==> src/rtl/mem_stage_pkg.sv <==
// mem_stage_pkg: memory-op encodings, FSM state constants and store lane helpers for mem_stage.
`default_nettype none

package mem_stage_pkg;

  localparam logic [3:0] MEMOP_NONE = 4'd0;
  localparam logic [3:0] MEMOP_LB   = 4'd1;
  localparam logic [3:0] MEMOP_LBU  = 4'd2;
  localparam logic [3:0] MEMOP_LH   = 4'd3;
  localparam logic [3:0] MEMOP_LHU  = 4'd4;
  localparam logic [3:0] MEMOP_LW   = 4'd5;
  localparam logic [3:0] MEMOP_SB   = 4'd6;
  localparam logic [3:0] MEMOP_SH   = 4'd7;
  localparam logic [3:0] MEMOP_SW   = 4'd8;

  localparam logic [0:0] ST_IDLE   = 1'b0;
  localparam logic [0:0] ST_ACCESS = 1'b1;

  function automatic logic [3:0] store_be(input logic [3:0] op, input logic [1:0] lo);
    case (op)
      MEMOP_SB: store_be = 4'b0001 << lo;
      MEMOP_SH: store_be = lo[1] ? 4'b1100 : 4'b0011;
      default:  store_be = 4'b1111;
    endcase
  endfunction

  function automatic logic [31:0] store_wdata(input logic [3:0] op, input logic [31:0] sd);
    case (op)
      MEMOP_SB: store_wdata = {4{sd[7:0]}};
      MEMOP_SH: store_wdata = {2{sd[15:0]}};
      default:  store_wdata = sd;
    endcase
  endfunction

endpackage

`default_nettype wire

==> src/rtl/mem_stage_load_align.sv <==
// load_align: extracts the addressed byte/half lane of a load word and sign/zero extends it.
`default_nettype none

module load_align
  import mem_stage_pkg::*;
(
  input  logic [3:0]  memop,
  input  logic [1:0]  addr_lo,
  input  logic [31:0] rdata,
  output logic [31:0] data
);

  logic [7:0]  lane_b;
  logic [15:0] lane_h;

  always_comb begin
    lane_b = rdata[{addr_lo, 3'b000} +: 8];
    lane_h = addr_lo[1] ? rdata[31:16] : rdata[15:0];
    case (memop)
      MEMOP_LB:  data = {{24{lane_b[7]}}, lane_b};
      MEMOP_LBU: data = {24'h0, lane_b};
      MEMOP_LH:  data = {{16{lane_h[15]}}, lane_h};
      MEMOP_LHU: data = {16'h0, lane_h};
      default:   data = rdata;
    endcase
  end

endmodule

`default_nettype wire

==> src/rtl/mem_stage.sv <==
// mem_stage: load/store stage with req/ack data-memory handshake and registered writeback.
// Optional MEM_ALIGN_CHECK_EN adds exc_misalign and suppresses misaligned accesses.
`default_nettype none

module mem_stage
  import mem_stage_pkg::*;
#(
  parameter int DMEM_AW = 32
) (
  input  logic               clk,
  input  logic               rst_n,
  input  logic               in_valid,
  output logic               in_ready,
  output logic               stall,
  input  logic [3:0]         memop,
  input  logic [31:0]        alu_result,
  input  logic [31:0]        store_data,
  input  logic [4:0]         wreg_addr,
  input  logic               reg_wr_en,
  output logic               dmem_req,
  output logic               dmem_we,
  output logic [DMEM_AW-1:0] dmem_addr,
  output logic [3:0]         dmem_be,
  output logic [31:0]        dmem_wdata,
  input  logic               dmem_ack,
  input  logic [31:0]        dmem_rdata,
`ifdef MEM_ALIGN_CHECK_EN
  output logic               exc_misalign,
`endif
  output logic               out_valid,
  output logic [31:0]        wb_data,
  output logic [4:0]         wb_addr,
  output logic               wb_en
);

  logic [0:0]  state;
  logic [3:0]  op_q;
  logic [1:0]  lo_q;
  logic [4:0]  wreg_q;
  logic        wen_q;
  logic        is_load, is_store, is_mem, misalign, accept;
  logic        q_is_store;
  logic [31:0] load_data;

  assign in_ready = (state == ST_IDLE);
  assign stall    = in_valid & ~in_ready;
  assign accept   = in_valid & in_ready;

  always_comb begin
    is_load  = (memop >= MEMOP_LB) && (memop <= MEMOP_LW);
    is_store = (memop >= MEMOP_SB) && (memop <= MEMOP_SW);
    is_mem   = is_load | is_store;
`ifdef MEM_ALIGN_CHECK_EN
    misalign = (((memop == MEMOP_LH) || (memop == MEMOP_LHU) || (memop == MEMOP_SH)) && alu_result[0])
             | (((memop == MEMOP_LW) || (memop == MEMOP_SW)) && (alu_result[1:0] != 2'b00));
`else
    misalign = 1'b0;
`endif
    q_is_store = (op_q >= MEMOP_SB) && (op_q <= MEMOP_SW);
  end

  load_align u_load_align (
    .memop   (op_q),
    .addr_lo (lo_q),
    .rdata   (dmem_rdata),
    .data    (load_data)
  );

  always_ff @(posedge clk or negedge rst_n) begin
    if (!rst_n) begin
      state      <= ST_IDLE;
      dmem_req   <= 1'b0;
      dmem_we    <= 1'b0;
      dmem_addr  <= '0;
      dmem_be    <= 4'h0;
      dmem_wdata <= 32'h0;
      out_valid  <= 1'b0;
      wb_data    <= 32'h0;
      wb_addr    <= 5'h0;
      wb_en      <= 1'b0;
      op_q       <= MEMOP_NONE;
      lo_q       <= 2'b00;
      wreg_q     <= 5'h0;
      wen_q      <= 1'b0;
`ifdef MEM_ALIGN_CHECK_EN
      exc_misalign <= 1'b0;
`endif
    end else begin
      out_valid <= 1'b0;
      wb_en     <= 1'b0;
`ifdef MEM_ALIGN_CHECK_EN
      exc_misalign <= 1'b0;
`endif
      case (state)
        ST_IDLE: begin
          if (accept) begin
            if (is_mem && !misalign) begin
              state      <= ST_ACCESS;
              dmem_req   <= 1'b1;
              dmem_we    <= is_store;
              dmem_addr  <= {alu_result[DMEM_AW-1:2], 2'b00};
              dmem_be    <= store_be(memop, alu_result[1:0]);
              dmem_wdata <= is_store ? store_wdata(memop, store_data) : 32'h0;
              op_q       <= memop;
              lo_q       <= alu_result[1:0];
              wreg_q     <= wreg_addr;
              wen_q      <= reg_wr_en;
            end else begin
              // Pass-through, unknown op, or suppressed misaligned access
              out_valid <= 1'b1;
              wb_data   <= alu_result;
              wb_addr   <= wreg_addr;
              wb_en     <= reg_wr_en & ~misalign;
`ifdef MEM_ALIGN_CHECK_EN
              exc_misalign <= misalign;
`endif
            end
          end
        end
        ST_ACCESS: begin
          if (dmem_ack) begin
            state     <= ST_IDLE;
            dmem_req  <= 1'b0;
            dmem_we   <= 1'b0;
            out_valid <= 1'b1;
            wb_data   <= q_is_store ? 32'h0 : load_data;
            wb_addr   <= wreg_q;
            wb_en     <= wen_q & ~q_is_store;
          end
        end
        default: state <= ST_IDLE;
      endcase
    end
  end

endmodule

`default_nettype wire

==> config.mk <==
export PLATFORM = sky130hd
export DESIGN_NAME = mem_stage
export DESIGN_NICKNAME = d
export VERILOG_FILES = /design/src/rtl/mem_stage_pkg.sv /design/src/rtl/mem_stage_load_align.sv /design/src/rtl/mem_stage.sv
export SDC_FILE = /design/constraint.sdc
export NUM_CORES = 1
export LEC_CHECK = 0
export ABC_AREA = 1
export BUFFER_PORTS_ARGS = -buffer_cell sky130_fd_sc_hd__buf_2
export CORE_ASPECT_RATIO = 1.25
export CORE_MARGIN = 2
export CORE_UTILIZATION = 54
export DETAILED_ROUTE_END_ITERATION = 8
export PLACE_DENSITY = 0.86
export SLEW_MARGIN = 25
export SYNTH_ARGS = -nofsm -noshare
export SYNTH_HDL_FRONTEND = slang
export SYNTH_SLANG_ARGS = --single-unit
==> constraint.sdc <==
create_clock -name clk -period 4 [get_ports clk]
set_input_delay 0.2 -clock clk [delete_from_list [all_inputs] [get_ports clk]]
set_output_delay 0.2 -clock clk [all_outputs]
set_load 0.02 [all_outputs]
==> run metrics <==
status finished clean; number of global-route vias before repair 5859; number of buffers and inverters on the critical path 2; antenna violations before repair 0; fraction of power consumed by combinational cells 0.322; slack of the worst reg-to-reg path 1380 ps; total of max-cap violations 0; cell count after placement 1147; most frequent cells in the layout sky130_fd_sc_hd__nand2_1 (232), sky130_fd_sc_hd__buf_2 (217), sky130_fd_sc_hd__nor2_1 (142); number of filler instances in the final layout 937; fmax 0.382 GHz; XOR/XNOR share of the synthesized area 0; stages on the worst setup path 6; count of buffers added by post-CTS timing repair for setup 0; part of the total power dissipated in sequential elements 0.344; detailed-route wire length 17.3 mm; area of all placed cells without fillers 0.00787 mm^2; maximum number of pins on one net before global-route repair 63; number of standard cells in the final layout excluding fillers 1179; DR pass1 iterations 5; ports placed on the boundary 221; net switching fraction of the power 0.362; number of instances on the worst hold path 3; shortest clock period the worst path allows after layout 2620 ps; synthesized-area fraction occupied by and/or/nand/nor cells 0.271; pre-CTS setup slack 1460 ps; proportion of layout cells with a drive suffix above 1 0.266; clock tree from TritonCTS yes; cell class contributing the biggest share of worst-path delay simple AND/OR/NAND/NOR gates; Die W 99.4 um; global-route wire length before repair 28.3 mm; DP Area 0.00722 mm^2; number of antenna repair diodes 0; Max Clock Skew 6.53 ps; crit path DAT 2900 ps; CTS Root Cell sky130_fd_sc_hd__clkbuf_16; setup repair after global routing missed its margin no; CP startpoint kind flop; half-perimeter wire length after detailed placement 12.2 mm; Synth Cell Area 0.00614 mm^2; area of all sequential standard cells 0.00300 mm^2; CTS Buf Count 17; Slowest-stage cell, CP sky130_fd_sc_hd__nand2_2; multi-input gate area in the final layout 0.00260 mm^2; worst rel slew slack 0.409; H-Tree Depth 4; total of buffers placed on input and output ports 218; post-route ant nets 0; Core Util, Final 0.710; maximum number of buffers from clock root to sink 2; clock net sink count 120; final count of negative-setup-slack endpoints 0; cell-by-cell listing of the critical path buf_4 -> nand2_1 -> nand2_2 -> inv_2 -> nor2_1 -> a21oi_1; Post-Synthesis Cells 833; power share of the clock group 0.334; final hold vios 0; synth unique cells 29; multiplexer area fraction after synthesis 0; setup TNS 0 ps; detailed-route DRC error count 0; largest voltage drop on the vdd net 0.342 mV; signed area change from the synthesized netlist to the final layout 28.1%; number of flip-flops and latches in the synthesized netlist 120; static leakage 4.28 nW; number of cell instances on the worst register-to-register path 6; proportion of synthesized chip area in sequential cells 0.489; detailed-route via count 6114; most common cell after layout, fill and taps aside sky130_fd_sc_hd__nand2_1; area fraction in compound gates after synthesis 0.150; Post-CTS Resized 0; Tot GR Track Use 0.294; DIE AREA 0.0123 mm^2; later-pin clock latency in the skew report 410 ps; average footprint of a synthesized cell 7.38 um^2; area of the placeable core 0.0111 mm^2; power per cell area 630 mW/mm^2; worst min-delay path category input port to flop; grt total ovfl 0; number of placement rows 43; worst path required time 4290 ps; part of the cycle the worst path needs 0.654; yosys warns 0; combinational family with the most area after synthesis simple AND/OR/NAND/NOR gates; Detailed Route Iter0 Violations 284; biggest cell delay along the critical path 680 ps; Worst Path Class, Setup flop to flop; maximum fanout along the worst path 44; Nets 1143; Die Span Y 123 um; wire per inst 14.7 um; Post-Synth Adder-Cell Area 0; fin. max-slew vios 0; Initial Utilization 0.554; setup ws final 1380 ps; sort of element at the end of the critical path flop; post-CTS clock slew at the launch and capture registers of the worst setup and hold paths 50 ps; post-detailed-route via-to-cell ratio 5.19; power spent charging and discharging nets 1.80 mW; worst slew pin tran 884 ps; routability congestion estimate 0.949; P_int 3.16 mW
layout make-up:
cell class,count,area share
clock buffer,21,0.0585
clock inverter,9,0.0219
inverter,85,0.0405
multi-input combinational,585,0.331
sequential,120,0.381
tap,135,0.0215
timing repair buffer,224,0.145
routing by layer:
layer	GRT usage	up-vias	wire, um
met5	0	-	0
met4	0.138	0	622
met3	0.0611	43	1240
met2	0.500	246	8620
met1	0.359	2799	6800
li1	-	3026	-
tightest hold or removal path: stages:
cell	delay [ps]
sky130_fd_sc_hd__buf_2	90
sky130_fd_sc_hd__nand2_1	50
sky130_fd_sc_hd__nand2_1	50
power by group through the flow:
| stage | Clock, mW | Combinational (mW) | Sequential, mW |
|---|---|---|---|
| global route | 1.73 | 1.77 | 1.75 |
| global placement | 0 | 1.56 | 1.72 |
| floorplan | 0 | 0.733 | 2.04 |
| CTS | 1.67 | 1.60 | 1.71 |
| detailed placement | 0 | 1.59 | 1.72 |
| finish | 1.65 | 1.60 | 1.71 |
final timing paths:
| path | startpoint | endpoint |
|---|---|---|
| max in group asynchronous | rst_n | dmem_wdata[4]$_DFFE_PN0P_ |
| worst min-delay path | wreg_addr[0] | wreg_q[0]$_DFFE_PN0P_ |
| worst max register to register | state$_DFF_PN0_ | wb_data[16]$_DFFE_PN0P_ |
| worst min register to register | dmem_addr[11]$_DFFE_PN0P_ | dmem_addr[11]$_DFFE_PN0P_ |
| min in group asynchronous | rst_n | dmem_addr[18]$_DFFE_PN0P_ |
| worst max-delay path | state$_DFF_PN0_ | wb_data[16]$_DFFE_PN0P_ |
state kept, by name (all words and copies together), names as in the netlist, 2 cells and up:
register / count
dmem_wdata: 32
wb_addr: 5
dmem_addr: 30
lo_q: 2
op_q: 4
wreg_q: 5
wb_data: 32
dmem_be: 4
per-stage QoR:
stage / hold slack, ps / power [mW]
global placement: 321 / 3.27
CTS: 2.62 / 4.97
floorplan: -95.6 / 2.77
detailed placement: 321 / 3.31
global route: 3.37 / 5.25
finish: 7.55 / 4.96
cell families (layout without fill, tap and decap cells):
| group | after synthesis | count (layout) |
|---|---|---|
| AND/OR/NAND/NOR | 418 | 418 |
| AO/OA/AOI/OAI | 165 | 165 |
| buffers and inverters | 129 | 339 |
| flip-flops | 120 | 120 |
| other | 1 | 2 |
cell usage after synthesis (all sizes together):
cell	count	area [um^2]
o22ai	1	6.26
nor2	144	546
conb	1	3.75
clkinv	1	3.75
nor3	1	5.00
inv	84	315
o21ai	79	429
o211ai	18	135
a31oi	5	31.3
nand2	237	907
buf	32	181
nand4	2	12.5
and2	8	50.1
a21oi	62	322
clkbuf	12	45.0
dfrtp	120	3000
nand3	26	148
what timing repair did:
action | CTS | global route
setup endpoints to repair | 0 | 0
endpoints found under the hold margin | 59 | 0
hold buffers | 2 | 0
(Power assumes the default switching activity.)
